**src/rtl/crono_pkg.sv**
```systemverilog
// Shared definitions for the countdown timer: FSM encoding, BCD limits, defaults.
package crono_pkg;

    typedef enum logic [1:0] {
        VACIO = 2'd0,
        LISTO = 2'd1,
        CORRE = 2'd2,
        FIN   = 2'd3
    } crono_estado_t;

    localparam int unsigned TICK_DIV_DEF  = 100_000_000;
    localparam int unsigned AVISO_SEG_DEF = 10;
    localparam int unsigned SEG_DIA_MAX   = 86_399;

    localparam logic [7:0] HORA_MAX   = 8'h23;
    localparam logic [7:0] MINSEG_MAX = 8'h59;
    localparam logic [3:0] DIGITO_MAX = 4'h9;

    // Clamp a packed BCD field to its limit when a nibble is not a decimal digit
    // or the value exceeds the limit (BCD and hex ordering agree for valid digits).
    function automatic logic [7:0] sat_bcd(input logic [7:0] v, input logic [7:0] lim);
        logic [7:0] r;
        r = v;
        if ((v[7:4] > DIGITO_MAX) || (v[3:0] > DIGITO_MAX) || (v > lim)) begin
            r = lim;
        end
        return r;
    endfunction

    // Packed BCD (00..99) to binary.
    function automatic logic [6:0] bcd_a_bin(input logic [7:0] v);
        return 7'(v[7:4]) * 7'd10 + 7'(v[3:0]);
    endfunction

endpackage

```
**src/rtl/prescaler_seg.sv**
```systemverilog
// One-second prescaler: counts 0..TICK_DIV-1 while enabled, holds when disabled.
module prescaler_seg
    import crono_pkg::*;
#(
    parameter int unsigned TICK_DIV = TICK_DIV_DEF
) (
    input  logic clk,
    input  logic Reset,
    input  logic en,
    input  logic clr,
    output logic tick
);

    localparam int unsigned CW = (TICK_DIV > 1) ? $clog2(TICK_DIV) : 1;
    localparam logic [CW-1:0] CNT_MAX = CW'(TICK_DIV - 1);

    logic [CW-1:0] cnt_q;

    // Tick is qualified by enable so a held (paused) count never fires.
    assign tick = en && (cnt_q == CNT_MAX);

    // Fraction-of-second counter; clear wins over counting.
    always_ff @(posedge clk or negedge Reset) begin
        if (!Reset) begin
            cnt_q <= '0;
        end else if (clr) begin
            cnt_q <= '0;
        end else if (en) begin
            cnt_q <= (cnt_q == CNT_MAX) ? '0 : cnt_q + CW'(1);
        end
    end

endmodule

```
**src/rtl/contador_crono.sv**
```systemverilog
// Countdown timer HH:MM:SS in packed BCD with load, pause and end flag.
// Optional near-end warning on Aviso when built with CRONO_AVISO_EN.
module contador_crono
    import crono_pkg::*;
#(
    parameter int unsigned TICK_DIV  = TICK_DIV_DEF,
    parameter int unsigned AVISO_SEG = AVISO_SEG_DEF
) (
    input  logic       clk,
    input  logic       Reset,
    input  logic       CronoActivo,
    input  logic       ProgramarCrono,
    input  logic       Carga,
    input  logic [7:0] HoraProg,
    input  logic [7:0] MinProg,
    input  logic [7:0] SegProg,
    output logic [7:0] Hora,
    output logic [7:0] Min,
    output logic [7:0] Seg,
    output logic       FinalizoCrono,
    output logic       Aviso
);

    // Elaboration-time parameter sanity.
    if (TICK_DIV == 0) begin : g_tick_div_chk
        $error("contador_crono: TICK_DIV must be at least 1");
    end
    if (AVISO_SEG > SEG_DIA_MAX) begin : g_aviso_chk
        $error("contador_crono: AVISO_SEG exceeds one day");
    end

    crono_estado_t state_q;
    crono_estado_t state_d;
    logic [7:0]    hora_d;
    logic [7:0]    min_d;
    logic [7:0]    seg_d;
    logic          carga_c;
    logic          tick;
    logic          cero_q;
    logic          cero_d;

    // BCD decrement of a field known to be nonzero.
    function automatic logic [7:0] bcd_dec(input logic [7:0] v);
        logic [7:0] r;
        if (v[3:0] == 4'h0) begin
            r = {v[7:4] - 4'h1, DIGITO_MAX};
        end else begin
            r = {v[7:4], v[3:0] - 4'h1};
        end
        return r;
    endfunction

    assign carga_c = ProgramarCrono && Carga;
    assign cero_q  = ({Hora, Min, Seg} == 24'h00_0000);

    prescaler_seg #(
        .TICK_DIV (TICK_DIV)
    ) u_prescaler (
        .clk   (clk),
        .Reset (Reset),
        .en    (state_q == CORRE),
        .clr   (carga_c),
        .tick  (tick)
    );

    // Next state and next time value; load dominates everything else.
    always_comb begin
        state_d = state_q;
        hora_d  = Hora;
        min_d   = Min;
        seg_d   = Seg;
        cero_d  = 1'b0;

        if (carga_c) begin
            hora_d  = sat_bcd(HoraProg, HORA_MAX);
            min_d   = sat_bcd(MinProg, MINSEG_MAX);
            seg_d   = sat_bcd(SegProg, MINSEG_MAX);
            cero_d  = ({hora_d, min_d, seg_d} == 24'h00_0000);
            state_d = cero_d ? VACIO : LISTO;
        end else begin
            unique case (state_q)
                VACIO: begin
                    state_d = VACIO;
                end
                LISTO: begin
                    if (CronoActivo) begin
                        state_d = CORRE;
                    end
                end
                CORRE: begin
                    if (tick && !cero_q) begin
                        if (Seg != 8'h00) begin
                            seg_d = bcd_dec(Seg);
                        end else begin
                            seg_d = MINSEG_MAX;
                            if (Min != 8'h00) begin
                                min_d = bcd_dec(Min);
                            end else begin
                                min_d  = MINSEG_MAX;
                                hora_d = (Hora != 8'h00) ? bcd_dec(Hora) : 8'h00;
                            end
                        end
                    end
                    cero_d = ({hora_d, min_d, seg_d} == 24'h00_0000);
                    if (cero_d) begin
                        state_d = FIN;
                    end else if (!CronoActivo) begin
                        state_d = LISTO;
                    end
                end
                FIN: begin
                    state_d = FIN;
                end
                default: begin
                    state_d = VACIO;
                end
            endcase
        end
    end

    // State, time and end-flag registers.
    always_ff @(posedge clk or negedge Reset) begin
        if (!Reset) begin
            state_q       <= VACIO;
            Hora          <= 8'h00;
            Min           <= 8'h00;
            Seg           <= 8'h00;
            FinalizoCrono <= 1'b0;
        end else begin
            state_q       <= state_d;
            Hora          <= hora_d;
            Min           <= min_d;
            Seg           <= seg_d;
            FinalizoCrono <= (state_d == FIN);
        end
    end

`ifdef CRONO_AVISO_EN
    localparam int unsigned TOTAL_W = 17;

    logic [TOTAL_W-1:0] resto_d;
    logic               aviso_d;

    // Remaining seconds of the next value, compared against the warning window.
    always_comb begin
        resto_d = TOTAL_W'(bcd_a_bin(hora_d)) * TOTAL_W'(3600)
                + TOTAL_W'(bcd_a_bin(min_d))  * TOTAL_W'(60)
                + TOTAL_W'(bcd_a_bin(seg_d));
        aviso_d = (state_d == CORRE)
               && (resto_d <= TOTAL_W'(AVISO_SEG))
               && (resto_d != '0);
    end

    // Registered near-end warning.
    always_ff @(posedge clk or negedge Reset) begin
        if (!Reset) begin
            Aviso <= 1'b0;
        end else begin
            Aviso <= aviso_d;
        end
    end
`else
    assign Aviso = 1'b0;
`endif

endmodule

```
**config.mk**
```make
export PLATFORM = sky130hd
export DESIGN_NAME = contador_crono
export DESIGN_NICKNAME = d
export VERILOG_FILES = /design/src/rtl/crono_pkg.sv /design/src/rtl/prescaler_seg.sv /design/src/rtl/contador_crono.sv
export SDC_FILE = /design/constraint.sdc
export NUM_CORES = 1
export LEC_CHECK = 0
export CORE_ASPECT_RATIO = 0.9
export CORE_MARGIN = 2
export CORE_UTILIZATION = 50
export DETAILED_ROUTE_END_ITERATION = 8
export PLACE_DENSITY = 0.81
export SLEW_MARGIN = 40
export SYNTH_ARGS = -nofsm -noshare
export SYNTH_HDL_FRONTEND = slang
export SYNTH_SLANG_ARGS = --single-unit
```
**constraint.sdc**
```tcl
create_clock -name clk -period 4.6 [get_ports clk]
set_clock_uncertainty 0.2 [all_clocks]
set_input_delay 0.92 -clock clk [delete_from_list [all_inputs] [get_ports clk]]
set_output_delay 0.92 -clock clk [all_outputs]
set_load 0.005 [all_outputs]
```
==> impl_table.tex <==
\begin{tabular}{lr}
\hline
Metric & Value \\
\hline
\multicolumn{2}{l}{\textbf{Outcome}} \\
\quad Result of the run & complete, no violations \\
\multicolumn{2}{l}{\textbf{Clock tree}} \\
\quad Clock latency at the later pin of the worst-skew pair & between 300 and 400 ps \\
\quad Number of H-tree levels & 2 \\
\quad Number of hold buffers added after CTS & 0 \\
\quad Post-CTS Setup Inserts & 0 \\
\quad Maximum count of clock buffers along a single path & 2 \\
\quad Clock-pin slew on the worst setup and hold paths & 100 ps \\
\quad Root buffer selected by CTS & clkbuf\_8 \\
\quad Clock sink count & 54 \\
\quad Number of buffers inserted during clock tree synthesis & 5 \\
\quad Clock tree from TritonCTS & done \\
\quad Post-cts resize count & 0 \\
\multicolumn{2}{l}{\textbf{Worst setup path}} \\
\quad Type of origin of the critical path & register \\
\quad Crit end category & register \\
\quad Required arrival time at the worst endpoint & 4650 ps \\
\quad Launch instance of the worst register-to-register path & u\_prescaler.cnt\_q[11] \\
\quad Maximum fanout along the worst path & 13 \\
\quad Worst Path Arrival & 3940 ps \\
\quad Crit. Startpoint & u\_prescaler.cnt\_q[11] \\
\quad Category of the critical setup timing path & register to register \\
\multicolumn{2}{l}{\textbf{Floorplan}} \\
\quad Die width & approximately 94 µm \\
\quad Initial Utilization & between 50\% and 60\% \\
\quad Top-level I/O count & between 50 and 60 \\
\quad DIE HEIGHT & 85.0 µm \\
\quad Core area & 0.00708 mm² \\
\quad \# rows & 29 \\
\quad Die area & 0.00799 mm² \\
\multicolumn{2}{l}{\textbf{Drt}} \\
\quad DR pass1 iterations & 5 \\
\quad Post-route DRC & 0 \\
\quad Wire length per cell after detailed routing & between 15 and 20 µm \\
\quad Number of vias after detailed routing & $\sim$3600 \\
\quad Number of vias per cell & between 6 and 7 \\
\quad Detailed Route WL & 9800 µm \\
\quad Detail Route Antenna Nets & 0 \\
\quad Starting DRC count in detailed routing & 362 \\
\multicolumn{2}{l}{\textbf{Finish}} \\
\quad Layout filler cell count & 614 \\
\quad Area growth, synth to finish & 19.3\% \\
\quad Final layout net count & between 500 and 600 \\
\quad Non-filler cells in the finished layout & 601 \\
\quad FF+latch area & 0.00135 mm² \\
\quad Final non-filler cell area & approximately 0.0044 mm² \\
\quad Fraction of layout instances using a drive strength above 1 & under 10\% \\
\quad Area used by multi-input combinational logic & 0.00217 mm² \\
\quad Antenna Cells & 0 \\
\quad Post-layout util & between 60\% and 70\% \\
\multicolumn{2}{l}{\textbf{Global routing}} \\
\quad Pin count of the biggest net entering global routing & 32 \\
\quad Number of antenna violations at the first check in global routing & 0 \\
\quad All-Layer GR Usage & about 26\% \\
\quad Wire length of the first global-routing pass & 16500 µm \\
\quad Leftover overflow at the end of global routing & 0 \\
\quad Vias in the first global route & 3423 \\
\multicolumn{2}{l}{\textbf{Yosys}} \\
\quad Ranking of synthesized cells by area & dfrtp\_1 (37\%), nand2\_1 (5.8\%), nor2\_1 (5.4\%), o21ai\_0 (5.1\%), ha\_1 (4.5\%) \\
\quad Sequential share of the synthesized area & 37.0\% \\
\quad Library cell with the largest summed area after synthesis & dfrtp\_1 \\
\quad Number of warnings issued by yosys & 0 \\
\quad Share of synthesized registers carrying an async set or reset & 100\% \\
\quad Net Count, Synth & 498 \\
\quad Proportion of netlist area held by the largest area contributor & 37.0\% \\
\quad Top-count cell post-synth & nand2\_1 \\
\quad Top cells by count, synth & nand2\_1 (56), dfrtp\_1 (54), nor2\_1 (52) \\
\quad Cell area after technology mapping & 0.00365 mm² \\
\quad Yosys cell types & 56 \\
\quad Cells after synthesis & approximately 460 \\
\quad Count of flip-flops with a built-in enable after synthesis & 0 \\
\quad Count of state elements after synthesis & 54 \\
\quad Average footprint of a synthesized cell & 8.00 µm² \\
\quad Main flop type after synthesis & dfrtp\_1 \\
\multicolumn{2}{l}{\textbf{STA}} \\
\quad Period utilization & a little over four fifths \\
\quad Setup total negative slack & 0 ps \\
\quad Worst-case hold slack & 292 ps \\
\quad Final count of negative-setup-slack endpoints & 0 \\
\quad Fin crit period & 3890 ps \\
\quad Transition time at the pin with the least slew margin & 767 ps \\
\quad Upper clock frequency limit & roughly 0.26 GHz \\
\quad Hold Violations, Final & 0 \\
\quad Worst Slack Setup Final & 711 ps \\
\quad Unrepaired setup endpoints after global routing & false \\
\quad Final count of pins violating max slew & 0 \\
\quad Tightest slew margin relative to the limit & 48.6\% \\
\multicolumn{2}{l}{\textbf{Placement}} \\
\quad Pre-CTS worst setup slack & 724 ps \\
\quad Placement Cell Area & between 0.004 and 0.005 mm² \\
\quad Gpl congestion & 0.971 \\
\quad I/O Buffers & 53 \\
\quad Number of instances in the placed design & 594 \\
\quad DP HPWL & 7410 µm \\
\multicolumn{2}{l}{\textbf{Min path}} \\
\quad Hold crit path type & register to register \\
\quad Worst Hold Launch & u\_prescaler.cnt\_q[26] \\
\multicolumn{2}{l}{\textbf{Power and ir drop}} \\
\quad Power per cell area & approximately 240 mW/mm² \\
\quad Peak supply drop & 0.117 mV \\
\quad Standby leakage power & 1.72 nW \\
\quad Tot Pwr & 1.06 mW \\
\multicolumn{2}{l}{\textbf{Job}} \\
\quad Max\_cap viols & 0 \\
\hline
\end{tabular}
==> cells by family after synthesis <==
kind of cell    count (synthesis)  share of synthesized area, %
flops                          54                          37.0
other cells                     1                         0.103
simple gates                  232                          32.4
xor+xnor                       14                          3.36
fa+ha+maj                      13                          4.46
compound gates                103                          17.4
mux                             6                          1.72
buf+inv                        33                          3.53
==> worst max-delay path: stages (launching register included) <==
cell and delay, ps:
dfrtp_1 430, or4_4 570, nor4_2 430, o211ai_1 360, nor3_2 680, mux2i_1 330, nand4_1 130, or4_4 570
a21boi_2 140
==> registers in the layout, summed over array words and instances, names as in the netlist <==
| name | flops |
|---|---|
| FinalizoCrono | 1 |
| Hora | 8 |
| Min | 8 |
| Seg | 8 |
| state_q | 2 |
| u_prescaler.cnt_q | 27 |
==> cells in the final DEF, fill, tap and decap left out, types with 4 or more instances in the layout <==
| master | count |
|---|---|
| a21oi_1 | 26 |
| a31oi_1 | 6 |
| and3_1 | 6 |
| buf_4 | 4 |
| clkbuf_8 | 5 |
| clkdlybuf4s50_1 | 52 |
| dfrtp_1 | 54 |
| ha_1 | 13 |
| inv_1 | 21 |
| mux2i_1 | 4 |
| nand2_1 | 56 |
| nand2b_1 | 4 |
| nand3_1 | 28 |
| nand4_1 | 18 |
| nor2_1 | 52 |
| nor3_1 | 23 |
| nor3b_1 | 5 |
| nor4_1 | 8 |
| o21a_1 | 4 |
| o21ai_0 | 37 |
| o22ai_1 | 4 |
| o31ai_1 | 6 |
| or3_1 | 6 |
| or3b_2 | 5 |
| xor2_1 | 11 |
==> metal layers <==
layer	vias to the layer above	GRT usage (%)	wire [µm]	part of all wire [%]
met5	-	0	0	0
met4	0	6.72	157	1.6
met3	20	3.73	668	6.8
met1	1713	38.1	4650	47
li1	1758	-	-	-
met2	149	39.8	4330	44
==> power breakdown <==
part	total, mW	switching [mW]	internal (mW)
sequential	0.547	0.0438	0.503
combinational	0.245	0.133	0.112
clock	0.267	0.163	0.104
==> cell type report <==
class	count	area share, %
clock buffers	5	1.58
clock inverters	2	0.345
repair buffers	57	12.8
inverters	21	1.81
well taps	93	2.67
multi-input cells	369	49.8
flip-flops and latches	54	31.0
==> worst paths after layout <==
check	to	slack [ps]	depth (start not counted)
hold / removal	u_prescaler.cnt_q[26]	290	1
min in group asynchronous	Min[3]	400	1
hold reg to reg	u_prescaler.cnt_q[26]	290	1
setup reg to reg	FinalizoCrono	710	8
setup / recovery	FinalizoCrono	710	8
max in group asynchronous	u_prescaler.cnt_q[7]	3010	2
(Power assumes the default switching activity.)
